`src/rtl/riscv_pkg.sv`:
```
// Shared RV32 fetch-side constants and the fetch queue entry type.
package riscv_pkg;

    localparam int XLEN = 32;

    localparam logic [XLEN-1:0] NOP_INSTR = 32'h0000_0013;
    localparam logic [XLEN-1:0] PC_STEP   = 32'd4;

    typedef struct packed {
        logic [XLEN-1:0] instr;
        logic [XLEN-1:0] pc;
    } fetch_entry_t;

endpackage

```
`src/rtl/fetch_queue.sv`:
```
// Small synchronous FIFO of fetched words; flush empties it in one cycle.
module fetch_queue
    import riscv_pkg::*;
#(
    parameter int DEPTH = 2,
    parameter int AW    = $clog2(DEPTH)
)(
    input  logic         clk,
    input  logic         rst,
    input  logic         push,
    input  logic         pop,
    input  logic         flush,
    input  fetch_entry_t din,
    output fetch_entry_t dout,
    output logic [AW:0]  count,
    output logic         full,
    output logic         empty
);

    localparam logic [AW:0] FULL_CNT = (AW+1)'(DEPTH);

    fetch_entry_t    r_mem [DEPTH];
    logic [AW-1:0]   r_head;
    logic [AW-1:0]   r_tail;
    logic [AW:0]     r_count;

    logic            w_wr;
    logic            w_rd;

    assign full  = (r_count == FULL_CNT);
    assign empty = (r_count == '0);
    assign count = r_count;
    assign dout  = r_mem[r_head];

    // A full queue may still accept a word when the head leaves in the same cycle.
    assign w_wr = push & ~flush & (~full | pop);
    assign w_rd = pop & ~empty;

    always_ff @(posedge clk) begin
        if (w_wr) begin
            r_mem[r_tail] <= din;
        end
    end

    always_ff @(posedge clk) begin
        if (rst || flush) begin
            r_head  <= '0;
            r_tail  <= '0;
            r_count <= '0;
        end else begin
            if (w_wr) begin
                r_tail <= r_tail + AW'(1);
            end
            if (w_rd) begin
                r_head <= r_head + AW'(1);
            end
            case ({w_wr, w_rd})
                2'b10:   r_count <= r_count + (AW+1)'(1);
                2'b01:   r_count <= r_count - (AW+1)'(1);
                default: r_count <= r_count;
            endcase
        end
    end

endmodule

```
`src/rtl/instruction_fetch.sv`:
```
// Fetch stage: owns the PC, reads instruction memory, and queues words
// for decode; execute redirects flush the queue and retarget the PC.
module instruction_fetch
    import riscv_pkg::*;
#(
    parameter logic [31:0] RESET_PC  = 32'h0000_0000,
    parameter int          QDEPTH    = 2,
    parameter logic [31:0] NOP_INSTR = riscv_pkg::NOP_INSTR
)(
    input  logic        clk,
    input  logic        rst,
    output logic [31:0] imem_addr,
    input  logic [31:0] imem_instr,
    input  logic        redirect_valid,
    input  logic [31:0] redirect_pc,
    output logic        out_valid,
    input  logic        out_ready,
    output logic [31:0] out_instr,
    output logic [31:0] out_pc,
    output logic        fetch_fault
);

    localparam int AW = $clog2(QDEPTH);

    logic [31:0]   r_pc;
    logic          r_fault;

    logic          w_push;
    logic          w_pop;
    logic          w_full;
    logic          w_empty;
    logic [AW:0]   w_count;
    fetch_entry_t  w_din;
    fetch_entry_t  w_dout;

    assign imem_addr   = r_pc;
    assign fetch_fault = r_fault;

    assign out_valid = (w_count != '0);
    assign out_instr = w_empty ? NOP_INSTR : w_dout.instr;
    assign out_pc    = w_empty ? 32'h0     : w_dout.pc;

    assign w_pop  = out_valid & out_ready;
    assign w_push = ~rst & ~redirect_valid & ~r_fault & (~w_full | w_pop);

    assign w_din.instr = imem_instr;
    assign w_din.pc    = r_pc;

    // A misaligned target parks the PC until an aligned redirect arrives.
    always_ff @(posedge clk) begin
        if (rst) begin
            r_pc    <= RESET_PC;
            r_fault <= 1'b0;
        end else if (redirect_valid) begin
            r_pc    <= redirect_pc;
            r_fault <= |redirect_pc[1:0];
        end else if (w_push) begin
            r_pc    <= r_pc + PC_STEP;
        end
    end

    fetch_queue #(
        .DEPTH (QDEPTH)
    ) u_queue (
        .clk   (clk),
        .rst   (rst),
        .push  (w_push),
        .pop   (w_pop),
        .flush (redirect_valid),
        .din   (w_din),
        .dout  (w_dout),
        .count (w_count),
        .full  (w_full),
        .empty (w_empty)
    );

endmodule

```
`config.mk`:
```
export PLATFORM = sky130hd
export DESIGN_NAME = instruction_fetch
export DESIGN_NICKNAME = d
export VERILOG_FILES = /design/src/rtl/riscv_pkg.sv /design/src/rtl/fetch_queue.sv /design/src/rtl/instruction_fetch.sv
export SDC_FILE = /design/constraint.sdc
export NUM_CORES = 1
export LEC_CHECK = 0
export ABC_AREA = 0
export ABC_CLOCK_PERIOD_IN_PS = 6400
export CAP_MARGIN = 20
export CORE_ASPECT_RATIO = 1.5
export CORE_UTILIZATION = 40
export DETAILED_ROUTE_END_ITERATION = 7
export PLACE_DENSITY = 0.66
export SLEW_MARGIN = 20
export SYNTH_ARGS = -nofsm -noshare
export SYNTH_HDL_FRONTEND = slang
export SYNTH_SLANG_ARGS = --single-unit
```
`constraint.sdc`:
```
create_clock -name clk -period 6.4 [get_ports clk]
set_input_delay 1.92 -clock clk [delete_from_list [all_inputs] [get_ports clk]]
set_output_delay 1.92 -clock clk [all_outputs]
set_load 0.005 [all_outputs]
```
==> results of run 1 <==
## cell families (layout without fill, tap and decap cells)
group / after synthesis / in the layout / synth area share
AO/OA/AOI/OAI: 64 / 64 / 0.0700
AND/OR/NAND/NOR: 184 / 184 / 0.133
adder cells (fa/ha/maj): 2 / 2 / 0.00354
XOR/XNOR: 13 / 13 / 0.0161
buffers and inverters: 44 / 215 / 0.0285
multiplexers: 68 / 68 / 0.0966
flip-flops: 166 / 166 / 0.652
## Yosys cell counts, types with 3 or more instances
master / count
nand4b_1: 4
nand4_1: 8
nand3_1: 14
inv_1: 12
buf_2: 3
buf_1: 4
mux2i_1: 67
xor2_1: 5
a211oi_1: 9
nor2_1: 85
and4_1: 4
nor3_1: 11
edfxtp_1: 128
nand2_1: 17
xnor2_1: 8
a221oi_1: 3
clkbuf_1: 18
a311oi_1: 7
or4_1: 7
o311ai_0: 4
dfxtp_1: 38
a31oi_1: 9
nor4_1: 8
and2_1: 10
o211ai_1: 10
o21ai_0: 4
## power breakdown
part | leakage [nW] | switching [mW] | internal (mW)
registers | 1.49 | 0.0431 | 1.21
clock network | 0.281 | 0.425 | 0.584
logic | 1.24 | 0.0884 | 0.115
## worst paths after layout
check / start / endpoint / depth (start not counted)
setup / recovery: redirect_valid / u_queue.r_mem[0][26]$_DFFE_PP_ / 6
setup reg to reg: fetch_fault$_SDFFE_PP0P_ / u_queue.r_mem[0][26]$_DFFE_PP_ / 5
hold / removal: imem_addr[0]$_SDFFE_PP0P_ / u_queue.r_mem[0][0]$_DFFE_PP_ / 0
hold reg to reg: imem_addr[0]$_SDFFE_PP0P_ / u_queue.r_mem[0][0]$_DFFE_PP_ / 0
## metal layers
layer,vias to the layer above,share of wire,global-route usage
met5,-,0,0
met4,0,0.016,0.0685
met3,16,0.041,0.0363
met2,151,0.55,0.343
met1,2413,0.39,0.199
li1,2367,-,-
## worst max-delay path, cell delays in order
cell             delay [ns]
clkdlybuf4s50_1        0.41
or3_1                  0.45
nor2_2                 0.51
inv_1                  0.42
nor2_4                 0.66
buf_12                 0.32
## metrics by stage
step,std cells,hold slack [ns],area (um2),power [mW]
detailed placement,894,0.515,8900,1.48
floorplan,541,0.470,7060,1.35
global placement,894,0.499,8900,1.47
global route,925,0.538,9500,2.54
CTS,925,0.526,9490,2.49
finish,925,0.527,9500,2.46
## flip-flops by register name, summed over array words and instances, names as in the netlist, named ones only
name / cells
fetch_fault: 1
imem_addr: 32
u_queue.count: 2
u_queue.r_head: 1
u_queue.r_mem: 128
u_queue.r_tail: 1
## final cells by class
cell class                      instances  area, um2  area share
Multi-Input combinational cell        331       2280       0.240
Sequential cell                       166       4610       0.485
Tap cell                              213        267      0.0281
Inverter                               13       48.8     0.00514
Clock buffer                           17        425      0.0448
Timing Repair Buffer                  171       1710       0.180
Clock inverter                         14        163      0.0171
==> run_results.csv, run 1 <==
group,metric,value,unit
outcome,status,"finished, violations left",
outcome,violations,"DRC",
floorplanning,dieHeight,165,um
worst_setup_path,crit_type,"in -> reg",
detailed_routing,routed_wirelength,16700,um
clock_tree,clk_pin_slew,0.07,ns
synthesis,ys_seq_area_frac,0.652,
worst_setup_path,crit_arrival,4.75,ns
synthesis,synth_area,7060,um2
floorplanning,die_x,110,um
sta,max_freq,215,MHz
floorplanning,ios,166,
run,drv_cap,0,
sta,skew,0.0108,ns
clock_tree,cts_buffer_depth,2,
final_layout,drive_above_1_share,0.0787,
sta,maxSlewViolCount,0,
detailed_routing,via_per_inst,5.35,
synthesis,synth_nets,611,
clock_tree,tritoncts,"yes",
final_layout,fillCellCount,1479,
placement,place_hpwl,11500,um
placement,port_buffers,165,
worst_setup_path,reg2reg_slack,3.15,ns
worst_setup_path,path_max_fanout,42,
clock_tree,cts-hold-fix-buffers,0,
floorplanning,std_cell_rows,59,
detailed_routing,drc,2,
clock_tree,cts_buffers,17,
pwr,ir_drop,151,uV
detailed_routing,dr.pass1.iters,8,
global_route,grt_pass1_wl,25600,um
floorplanning,start_util,0.409,
global_route,grt_pass1_vias,4903,
final_layout,final_util,0.550,
final_layout,syn2layout_area_growth,34.5,%
clock_tree,cts.sinks,166,
clock_tree,clockRootBuffer,"clkbuf_16",
sta,tightest_slew,1.09,ns
pwr,p_leak,3.02,nW
sta,period_needed,4.65,ns
synthesis,synth.distinct_cells,59,
hold_path,min_path_type,"reg -> reg",
worst_setup_path,start_kind,"input pin",
detailed_routing,ant_nets,0,
worst_setup_path,worstPathRequired,6.50,ns
final_layout,diodes,0,
worst_setup_path,worstSetupEndpointType,"flop",
clock_tree,cts_setup_buffers,0,
sta,fin_tns_setup,0,ns
synthesis,async_flop_share,0,
final_layout,layout_common_cells,"165 x clkdlybuf4s50_1, 128 x edfxtp_1, 83 x nor2_1, 67 x mux2i_1, 37 x dfxtp_1",
sta,hold_viol_final,0,
global_route,grt_max_degree,65,
detailed_routing,vias,4947,
placement,place_ws,1.34,ns
synthesis,ys.warnings.count,0,
detailed_routing,drtIter0Drc,304,
global_route,gr-total-overflow,0,
detailed_routing,drt-wirelength-per-cell,18.1,um
global_route,grtUsageTotal,0.181,
sta,finalWorstSetupSlack,1.75,ns
global_route,grt_antenna_before_repair,0,
sta,rsz0062_at_grt,"false",
synthesis,synth_edf_count,128,
synthesis,synthFlopType,"edfxtp_1",
floorplanning,die_area,18200,um2
pwr,pwr_density_cell,259,nW/um2
sta,slew_headroom,0.266,
final_layout,final_nets,770,
synthesis,synthTopCellsByArea,"edfxtp_1 54%, dfxtp_1 11%, mux2i_1 9.5%",
final_layout,layout_commonest_cell,"clkdlybuf4s50_1",
placement,place_congestion,0.812,
synthesis,yosysTopAreaCell,"edfxtp_1",
sta,finalCritPeriodShare,0.726,
floorplanning,coreArea,17300,um2
clock_tree,cts-htree-levels,4,
sta,setup_viol,0,
synthesis,synth_top_area_frac,0.544,
clock_tree,clk_latency,0.42,ns
synthesis,syn-instance-count,541,
synthesis,syn_area_per_cell,13.0,um2
clock_tree,cts_resized,0,
synthesis,ys_ff_latch,166,
Note: power is estimated with default switching activity, not from simulation.
==> run 2: changes to the inputs <==
Settings changed: ABC_CLOCK_PERIOD_IN_PS 6400 to 4200, PLACE_DENSITY 0.66 to 0.69.
Clock period 6.4 ns to 4.2 ns, I/O delays scaled along.
==> run_results.csv, run 2 (same netlist as run 1, synthesis figures left out) <==
group,metric,value,unit
outcome,status,"finished, violations left",
outcome,violations,"DRC",
placement,dp_cells,900,
placement,place_ws,0.516,ns
clock_tree,clk_latency,0.41,ns
worst_setup_path,path_max_fanout,35,
sta,slew_headroom,0.306,
floorplanning,die_area,18200,um2
clock_tree,tritoncts,"yes",
global_route,grt_pass1_wl,25400,um
clock_tree,cts_buffers,17,
sta,fin_tns_setup,0,ns
global_route,grt_max_degree,65,
worst_setup_path,timing.rr.start,"imem_addr[10]$_SDFFE_PP0P_",
clock_tree,cts-hold-fix-buffers,0,
final_layout,layout_common_cells,"165 x clkdlybuf4s50_1, 128 x edfxtp_1, 83 x nor2_1, 67 x mux2i_1, 37 x dfxtp_1",
worst_setup_path,worstPathRequired,2.94,ns
sta,tightest_slew,1.03,ns
detailed_routing,drtIter0Drc,247,
final_layout,diodes,0,
run,drv_cap,0,
final_layout,final_nets,776,
placement,place_hpwl,11600,um
sta,maxSlewViolCount,0,
sta,setup_viol,0,
sta,period_needed,3.54,ns
floorplanning,ios,166,
final_layout,post-route-cell-area,9580,um2
sta,finalCritPeriodShare,0.844,
worst_setup_path,crit_type,"reg -> out",
sta,whs,0.483,ns
pwr,p_leak,3.06,nW
floorplanning,start_util,0.409,
placement,place_congestion,0.856,
final_layout,instances_no_fill,932,
clock_tree,cts_setup_buffers,0,
clock_tree,clk_pin_slew,0.07,ns
global_route,grt_pass1_vias,4982,
worst_setup_path,critPathSlowestCell,"dfxtp_4",
sta,skew,0.00713,ns
hold_path,min_path_type,"reg -> reg",
clock_tree,clockRootBuffer,"clkbuf_16",
final_layout,largest_reg_flops,128,
detailed_routing,routed_wirelength,16700,um
detailed_routing,drt-wirelength-per-cell,17.9,um
final_layout,drive_above_1_share,0.0876,
final_layout,regMostFlops,"u_queue.r_mem",
final_layout,layout_commonest_cell,"clkdlybuf4s50_1",
sta,finalWorstSetupSlack,0.657,ns
worst_setup_path,start_kind,"flop",
sta,rsz0062_at_grt,"false",
floorplanning,die_x,110,um
global_route,grt_antenna_before_repair,0,
clock_tree,cts_resized,0,
detailed_routing,dr.pass1.iters,8,
detailed_routing,ant_nets,0,
clock_tree,cts-htree-levels,4,
hold_path,hp-start,"imem_addr[1]$_SDFFE_PP0P_",
sta,max_freq,282,MHz
floorplanning,coreArea,17300,um2
placement,placement.cell_area,8970,um2
sta,hold_viol_final,0,
detailed_routing,via_per_inst,5.40,
detailed_routing,drc,2,
global_route,gr-total-overflow,0,
floorplanning,std_cell_rows,59,
worst_setup_path,cp_cell_sequence,"buf_12 > mux2i_1 > nand2_1 > clkdlybuf4s50_1",
worst_setup_path,cpPeakStageDelay,0.75,ns
clock_tree,cts_buffer_depth,2,
detailed_routing,vias,5034,
global_route,grtUsageTotal,0.181,
floorplanning,dieHeight,165,um
worst_setup_path,crit_arrival,2.28,ns
clock_tree,cts.sinks,166,
pwr,ir_drop,246,uV
final_layout,syn2layout_area_growth,35.7,%
placement,port_buffers,165,
worst_setup_path,worstSetupEndpointType,"output pin",
pwr,pwr_density_cell,395,nW/um2
==> run 2: worst max-delay path: cells and delay by family (launching register included) <==
kind	cells	cell delay, ns
AND/OR/NAND/NOR	1	0.08
flip-flops	1	0.75
multiplexers	1	0.27
buffers and inverters	2	0.75
==> run 2: worst paths after layout <==
check                             endpoint  slack, ns  cells after the start
max                           out_instr[1]       0.66                      4
min          u_queue.r_mem[1][1]$_DFFE_PP_       0.48                      0
max reg2reg     imem_addr[28]$_SDFFE_PP0P_       1.69                      4
min reg2reg  u_queue.r_mem[1][1]$_DFFE_PP_       0.48                      0
==> run 2: power by group <==
| group | internal (mW) | switching [mW] | leakage (nW) |
|---|---|---|---|
| Combinational | 0.179 | 0.138 | 1.28 |
| Clock | 0.901 | 0.666 | 0.288 |
| Sequential | 1.84 | 0.0655 | 1.49 |
==> run 2: cell type report <==
| type | instances | area, um2 |
|---|---|---|
| fillers | 1494 | 7690 |
| flip-flops and latches | 166 | 4610 |
| multi-input cells | 331 | 2280 |
| repair buffers | 177 | 1780 |
| clock buffers | 17 | 425 |
| well taps | 213 | 267 |
| clock inverters | 15 | 178 |
| inverters | 13 | 48.8 |
==> run 2: per-layer routing <==
layer,wire (um),vias up,GRT usage
met5,0,-,0
met4,299,0,0.0727
met3,850,22,0.0334
met2,9030,189,0.336
met1,6480,2425,0.204
li1,-,2398,-
==> run 2: per-stage QoR <==
stage | power (mW) | utilization
2_1_floorplan | 2.05 | -
5_1_grt | 3.91 | 0.555
3_5_place_dp | 2.26 | 0.519
6_report | 3.79 | 0.555
4_1_cts | 3.82 | 0.554
3_3_place_gp | 2.25 | 0.519
==> run 3: changes to the inputs <==
Settings changed: ABC_CLOCK_PERIOD_IN_PS 4200 to 2840.
Clock period 4.2 ns to 2.84 ns, I/O delays scaled along.
==> run_results.csv, run 3 (same netlist as run 1, synthesis figures left out) <==
group,metric,value,unit
detailed_routing,via_per_inst,5.35,
worst_setup_path,path_max_fanout,5,
placement,place_hpwl,12200,um
final_layout,layout_common_cells,"165 x clkdlybuf4s50_1, 128 x edfxtp_1, 83 x nor2_1, 67 x mux2i_1, 35 x dfxtp_1",
placement,place_congestion,0.828,
worst_setup_path,cp_cell_sequence,"nor2_4 > buf_4 > nor2_1 > clkdlybuf4s50_1",
sta,whs,0.503,ns
final_layout,largest_reg_flops,128,
detailed_routing,dr.pass1.iters,8,
global_route,grt_pass1_wl,27300,um
worst_setup_path,worstSetupEndpointType,"output pin",
worst_setup_path,critPathBufInv,2,
pwr,comb_power_share,0.094,
detailed_routing,drc,1,
pwr,clockPowerShare,0.402,
final_layout,diodes,0,
detailed_routing,ant_nets,0,
floorplanning,die_x,110,um
floorplanning,dieHeight,165,um
sta,skew,0.0108,ns
worst_setup_path,worstPathRequired,1.99,ns
worst_setup_path,critPathSlowestCell,"clkdlybuf4s50_1",
clock_tree,clockRootBuffer,"clkbuf_16",
outcome,violations,"DRC",
final_layout,drive_above_1_share,0.124,
global_route,gr-total-overflow,0,
worst_setup_path,start_kind,"flop",
clock_tree,clk_latency,0.41,ns
sta,rsz0062_at_grt,"false",
sta,slew_headroom,0.711,
final_layout,regMostFlops,"u_queue.r_mem",
pwr,p_leak,3.21,nW
sta,finalWorstSetupSlack,0.146,ns
sta,finalCritPeriodShare,0.949,
pwr,swShare,0.231,
sta,hold_viol_final,0,
clock_tree,cts-hold-fix-buffers,0,
global_route,grt_antenna_before_repair,0,
pwr,pwr_density_cell,563,nW/um2
global_route,grtUsageTotal,0.193,
sta,tightest_slew,0.433,ns
final_layout,syn2layout_area_growth,39.8,%
worst_setup_path,crit_type,"reg -> out",
run,drv_cap,0,
final_layout,final_nets,804,
pwr,netSwitchingPower,1.28,mW
global_route,grt_pass1_vias,5132,
final_layout,layout_commonest_cell,"clkdlybuf4s50_1",
placement,place_ws,-0.151,ns
sta,setup_viol,0,
floorplanning,start_util,0.409,
sta,max_freq,371,MHz
global_route,grt_max_degree,39,
sta,period_needed,2.69,ns
worst_setup_path,crit_arrival,1.84,ns
clock_tree,cts-htree-levels,4,
worst_setup_path,critical-path-top-delay-family,"buffers and inverters",
floorplanning,die_area,18200,um2
detailed_routing,drtIter0Drc,336,
worst_setup_path,cpPeakStageDelay,0.52,ns
floorplanning,coreArea,17300,um2
clock_tree,cts.sinks,166,
clock_tree,tritoncts,"yes",
hold_path,min_path_type,"reg -> reg",
detailed_routing,drt-wirelength-per-cell,18.7,um
floorplanning,ios,166,
pwr,ir_drop,374,uV
clock_tree,clk_pin_slew,0.07,ns
pwr,p_int,4.27,mW
sta,maxSlewViolCount,0,
clock_tree,cts_buffers,17,
detailed_routing,routed_wirelength,18000,um
detailed_routing,vias,5139,
pwr,pwr-share-seq,0.504,
clock_tree,cts_buffer_depth,2,
placement,port_buffers,165,
outcome,status,"finished, violations left",
floorplanning,std_cell_rows,59,
[run 3: changes by cell type in the layout (fill, tap and decap cells not counted), moves of 2 or more]
cell      change
nor2_4        +4
buf_12        +6
dfxtp_2       +2
dfxtp_1       -2
inv_6         -6
buf_4        +19
clkinv_4      +5
[run 3: power groups by stage]
stage                     sequential [mW]  clock [mW]  combinational (mW)
after floorplan                      2.83           0               0.198
after global placement               2.85           0               0.500
after detailed placement             2.85           0               0.509
after CTS                            2.80        2.28               0.523
after global routing                 2.81        2.38               0.560
final                                2.80        2.23               0.520
[run 3: path summary, 6_finish.rpt]
| kind | startpoint | end | slack [ns] | depth (start not counted) |
|---|---|---|---|---|
| worst min-delay path | imem_addr[0]$_SDFFE_PP0P_ | u_queue.r_mem[0][0]$_DFFE_PP_ | 0.50 | 0 |
| worst min register to register | imem_addr[0]$_SDFFE_PP0P_ | u_queue.r_mem[0][0]$_DFFE_PP_ | 0.50 | 0 |
| worst max-delay path | u_queue.count[1]$_SDFFE_PP0P_ | out_pc[21] | 0.15 | 4 |
| worst max register to register | imem_addr[16]$_SDFFE_PP0P_ | imem_addr[30]$_SDFFE_PP0P_ | 0.61 | 4 |
[run 3: final cells by class]
cell class	instances	area (um2)
multi-input cells	334	2310
inverters	13	48.8
flip-flops and latches	166	4610
fillers	1457	7410
repair buffers	202	2040
well taps	213	267
clock inverters	13	143
clock buffers	19	443
[run 3: what timing repair did]
item,in CTS,in global routing
cloned,2,1
resized for setup,4,1
endpoints found under the setup margin,65,23
buffers inserted,4,0
pin swaps,2,1
[run 3: stage by stage]
stage / total power [mW] / utilization / area, um2 / TNS [ns] / std cells
after floorplan: 3.03 / - / 7080 / -9.99 / 541
after global routing: 5.75 / 0.571 / 9870 / 0 / 960
after detailed placement: 3.36 / 0.533 / 9200 / -1.74 / 921
final: 5.56 / 0.571 / 9870 / 0 / 960
after CTS: 5.61 / 0.571 / 9860 / 0 / 959
after global placement: 3.35 / 0.533 / 9200 / -1.10 / 921
[run 3: routing by layer]
metal | global-route usage | share of wire | up-vias | routed length [um]
met5 | 0 | 0 | - | 0
met4 | 0.0727 | 0.017 | 0 | 299
met3 | 0.0286 | 0.035 | 14 | 627
met2 | 0.358 | 0.55 | 157 | 9900
met1 | 0.225 | 0.40 | 2528 | 7140
li1 | - | - | 2440 | -
